## config.mk

```make
export PLATFORM = sky130hd
export DESIGN_NAME = alu_arbiter
export DESIGN_NICKNAME = d
export VERILOG_FILES = /design/src/rtl/alu_arbiter.sv
export SDC_FILE = /design/constraint.sdc
export NUM_CORES = 1
export LEC_CHECK = 0
export ABC_AREA = 1
export BUFFER_PORTS_ARGS = -buffer_cell sky130_fd_sc_hd__buf_4
export CAP_MARGIN = 20
export CORE_ASPECT_RATIO = 0.5
export CORE_MARGIN = 5
export CORE_UTILIZATION = 50
export CTS_BUF_LIST = sky130_fd_sc_hd__clkbuf_8
export DETAILED_ROUTE_END_ITERATION = 7
export PLACE_DENSITY = 0.88
export SYNTH_ARGS = -nofsm -noshare
export SYNTH_HDL_FRONTEND = slang
export SYNTH_SLANG_ARGS = --single-unit
```

## constraint.sdc

```tcl
create_clock -name clk -period 2.21 [get_ports clk]
set_input_delay 0.3315 -clock clk [delete_from_list [all_inputs] [get_ports clk]]
set_output_delay 0.3315 -clock clk [all_outputs]
set_load 0.02 [all_outputs]
```

## src/rtl/alu_arbiter.sv

```systemverilog
// Round-robin front end that shares one ALU between the execute stage (port 0)
// and the fetch/branch unit (port 1), and owns the NZCV flag register.
module alu_arbiter (
   input  logic        clk,
   input  logic        reset,
   input  logic        req0_valid,
   input  logic [4:0]  req0_op,
   input  logic [31:0] req0_a,
   input  logic [31:0] req0_b,
   input  logic        req0_s,
   output logic        req0_ready,
   input  logic        req1_valid,
   input  logic [4:0]  req1_op,
   input  logic [31:0] req1_a,
   input  logic [31:0] req1_b,
   input  logic        req1_s,
   output logic        req1_ready,
   output logic [31:0] alu_a,
   output logic [31:0] alu_b,
   output logic [4:0]  alu_op,
   output logic        alu_cin,
   input  logic [31:0] alu_out,
   input  logic        alu_z,
   input  logic        alu_n,
   input  logic        alu_c,
   input  logic        alu_v,
   output logic        rsp_valid,
   input  logic        rsp_ready,
   output logic        rsp_id,
   output logic [31:0] rsp_data,
   output logic        rsp_wr,
   output logic        rsp_err,
   output logic [3:0]  flags
);

   typedef enum logic [1:0] {IDLE, EXEC, RESP} state_t;

   state_t      state_reg, state_next;
   logic        last_grant_reg;
   logic [4:0]  issue_op_reg;
   logic [31:0] issue_a_reg, issue_b_reg;
   logic        issue_s_reg, issue_id_reg;
   logic [3:0]  flags_reg, flags_next;
   logic [31:0] rsp_data_reg, rsp_data_next;
   logic        rsp_wr_reg, rsp_wr_next;
   logic        rsp_err_reg, rsp_err_next;
   logic        rsp_id_reg;

   logic        grant_any, grant_id, exec_active;
   logic        upd_nzc, upd_v;

   // Port 1 wins a single request on its own; a tie goes to whoever lost last.
   always_comb begin
      grant_any  = (state_reg == IDLE) && !reset && (req0_valid || req1_valid);
      grant_id   = (req0_valid && req1_valid) ? ~last_grant_reg : req1_valid;
      req0_ready = grant_any && !grant_id;
      req1_ready = grant_any && grant_id;
   end

   always_comb begin
      exec_active = (state_reg == EXEC) && !reset;
      alu_a       = exec_active ? issue_a_reg  : 32'd0;
      alu_b       = exec_active ? issue_b_reg  : 32'd0;
      alu_op      = exec_active ? issue_op_reg : 5'd0;
      alu_cin     = exec_active && flags_reg[1];
   end

   // Opcode class decides write-back, error and which flag groups move.
   always_comb begin
      upd_nzc      = 1'b0;
      upd_v        = 1'b0;
      rsp_wr_next  = 1'b0;
      rsp_err_next = 1'b0;
      if (issue_op_reg[4:1] == 4'b0000 || issue_op_reg[4:2] == 3'b011) begin
         rsp_wr_next = 1'b1;
         upd_nzc     = issue_s_reg;
      end else if (issue_op_reg[4:3] == 2'b00) begin
         rsp_wr_next = 1'b1;
         upd_nzc     = issue_s_reg;
         upd_v       = issue_s_reg;
      end else if (issue_op_reg[4:2] == 3'b010) begin
         upd_nzc = 1'b1;
         upd_v   = issue_op_reg[1];
      end else if (issue_op_reg[4:2] == 3'b100) begin
         rsp_wr_next = 1'b1;
      end else begin
         rsp_err_next = 1'b1;
      end
      rsp_data_next = rsp_wr_next ? alu_out : 32'd0;
      flags_next    = {upd_nzc ? alu_n : flags_reg[3],
                       upd_nzc ? alu_z : flags_reg[2],
                       upd_nzc ? alu_c : flags_reg[1],
                       upd_v   ? alu_v : flags_reg[0]};
   end

   always_comb begin
      state_next = state_reg;
      case (state_reg)
         IDLE:    if (grant_any) state_next = EXEC;
         EXEC:    state_next = RESP;
         RESP:    if (rsp_ready) state_next = IDLE;
         default: state_next = IDLE;
      endcase
   end

   always_ff @(posedge clk) begin
      if (reset) begin
         state_reg      <= IDLE;
         last_grant_reg <= 1'b1;
         issue_op_reg   <= 5'd0;
         issue_a_reg    <= 32'd0;
         issue_b_reg    <= 32'd0;
         issue_s_reg    <= 1'b0;
         issue_id_reg   <= 1'b0;
         flags_reg      <= 4'd0;
         rsp_data_reg   <= 32'd0;
         rsp_wr_reg     <= 1'b0;
         rsp_err_reg    <= 1'b0;
         rsp_id_reg     <= 1'b0;
      end else begin
         state_reg <= state_next;
         if (grant_any) begin
            last_grant_reg <= grant_id;
            issue_id_reg   <= grant_id;
            issue_op_reg   <= grant_id ? req1_op : req0_op;
            issue_a_reg    <= grant_id ? req1_a  : req0_a;
            issue_b_reg    <= grant_id ? req1_b  : req0_b;
            issue_s_reg    <= grant_id ? req1_s  : req0_s;
         end
         if (state_reg == EXEC) begin
            flags_reg    <= flags_next;
            rsp_data_reg <= rsp_data_next;
            rsp_wr_reg   <= rsp_wr_next;
            rsp_err_reg  <= rsp_err_next;
            rsp_id_reg   <= issue_id_reg;
         end
      end
   end

   assign rsp_valid = (state_reg == RESP);
   assign rsp_id    = rsp_id_reg;
   assign rsp_data  = rsp_data_reg;
   assign rsp_wr    = rsp_wr_reg;
   assign rsp_err   = rsp_err_reg;
   assign flags     = flags_reg;

endmodule

```

==> impl_metrics.json <==
{
  "die_h_um": 84.6,
  "drv_slew": 0,
  "syn_inst": 900,
  "worst-path-buf-inv": 3,
  "drt_iter0_drc": 421,
  "max_cap_viol_count": 0,
  "start_util": 0.508,
  "max_freq_ghz": 0.490,
  "drt-wirelength-per-cell_um": 14.2,
  "grt_remaining_overflow": 0,
  "maxSlewHeadroom": 0.473,
  "final_layout_size_suffix_gt1_frac": 0.294,
  "dp_hpwl_mm": 13.4,
  "finish.utilization": 0.753,
  "hold_violations": 0,
  "syn_area_um2": 5570,
  "cts.path.max_buffers": 2,
  "p_leak_nw": 3.94,
  "clock-sinks": 113,
  "rsz0062_at_grt": "false",
  "post_cts_resized": 0,
  "path_class": "reg2out",
  "chipWidth_um": 159,
  "htreeDepth": 4,
  "syn_area_per_cell_um2": 6.18,
  "pre_cts_ws_ns": 0.389,
  "gp_congestion": 0.808,
  "vias": 6572,
  "cp_slowest_cell": "dfxtp_1",
  "cpPeakStageDelay_ns": 0.36,
  "crit_required_ns": 1.88,
  "cts-buffers-inserted": 17,
  "worstPathArrival_ns": 1.71,
  "setup_ws_ns": 0.171,
  "end_kind": "output port",
  "worstPathCellList": "nand2_1 -> inv_2 -> nand2_4 -> buf_12 -> nor2_1 -> buf_4",
  "syn_nets": 1081,
  "fin_cells": 1320,
  "yosys_warnings": 0,
  "routed_wl_mm": 18.7,
  "cp_max_fo": 34,
  "fin_crit_ns": 2.04,
  "powerDensity_nw_per_um2": 674,
  "worst_slew_pin_slew_ns": 0.788,
  "coreArea_um2": 10900,
  "r2r_slack_ns": 0.43,
  "groute.usage.overall": 0.262,
  "drt-vias-per-instance": 4.98,
  "insertion_delay_ns": 0.42,
  "grt_max_degree": 106,
  "final_common_cell": "nand2_1",
  "worstSetupStartpointType": "register",
  "dieArea_um2": 13500,
  "ys_seq_area_frac": 0.406,
  "skew_ns": 0.0119,
  "whs_ns": 0.160,
  "fin_nets": 1343,
  "ir_worst_vdd_mv": 0.489,
  "cts_hold_buf": 0,
  "drtAntennaViolNets": 0,
  "grt_pass1_vias": 6279,
  "drc": 0,
  "layout_common_cells": "nand2_1, buf_4, dfxtp_1, a21oi_1, nor2_1",
  "rows": 27,
  "finalInstanceArea_um2": 8240,
  "dpl.cell_count": 1287,
  "io_buffer_count": 292,
  "synth_cell_types": 19,
  "path_clk_slew_ns": 0.07,
  "grt_pass1_wl_mm": 29.6,
  "tritoncts": "done",
  "dpl-instance-area_um2": 7770,
  "ctsRootBufferMaster": "clkbuf_8",
  "status": "finished clean",
  "synth.ff_latch_count": 113,
  "period_share": 0.923,
  "dr.pass1.iters": 5,
  "antenna_found_initial": 0,
  "antennaDiodeCount": 0,
  "critPathTopFamily": "buffers and inverters",
  "area_growth_pct": 48.1,
  "post_cts.repair.setup_buffers": 0,
  "power_mw": 5.55,
  "hold_class": "in2reg",
  "fin_setup_tns_ns": 0,
  "setup_viol": 0,
  "ios": 293
}
==> cell type report <==
| type | instances | area, um2 |
|---|---|---|
| Sequential cell | 113 | 2260 |
| Inverter | 80 | 305 |
| Clock buffer | 20 | 275 |
| Tap cell | 145 | 181 |
| Clock inverter | 12 | 164 |
| Fill cell | 878 | 2710 |
| Multi-Input combinational cell | 645 | 2710 |
| Timing Repair Buffer | 305 | 2350 |
==> worst reg2reg max path, cell delays in order (launching register included) <==
cell and delay (ns):
dfxtp_1 0.36, nand2_1 0.09, buf_4 0.27, nor2_4 0.68, nand2_1 0.17, a21oi_1 0.16
==> layer usage <==
layer | global-route usage | routed length, um | vias to the layer above
met1 | 0.296 | 7200 | 3007
met4 | 0.0882 | 453 | 0
met3 | 0.0765 | 1410 | 41
li1 | - | - | 3287
met5 | 0 | 0 | -
met2 | 0.476 | 9620 | 237
==> worst paths after layout <==
path	startpoint	endpoint	cells past startpoint
max reg2reg	state_reg[0]$_SDFFE_PP0P_	rsp_data[20]$_SDFFE_PP0P_	5
min	rsp_ready	state_reg[1]$_SDFFE_PP0P_	4
min reg2reg	issue_b_reg[13]$_SDFFE_PP0P_	issue_b_reg[13]$_SDFFE_PP0P_	2
max	state_reg[0]$_SDFFE_PP0P_	alu_b[6]	6
==> power by group <==
part	leakage (nW)	internal [mW]	switching, mW
sequential	0.922	2.18	0.0791
clock	0.231	1.31	0.830
combinational	2.79	0.505	0.656
total	3.94	3.99	1.57
==> cells by family (layout without fill, tap and decap cells) <==
kind of cell,count (synthesis),count (layout),share of synthesized area
AND/OR/NAND/NOR,534,534,0.384
flip-flops,113,113,0.406
buffers and inverters,142,417,0.109
AO/OA/AOI/OAI,111,111,0.101
==> synthesized netlist by cell type (all sizes together) <==
cell type,instances,share of area
clkbuf,19,0.013
nand2,369,0.25
inv,80,0.055
nor2,92,0.068
o211ai,2,0.0027
nand3b,1,0.0013
dfxtp,113,0.41
buf,43,0.041
a21oi,106,0.095
o21ai,3,0.0027
nand3,72,0.065
(Power assumes the default switching activity.)
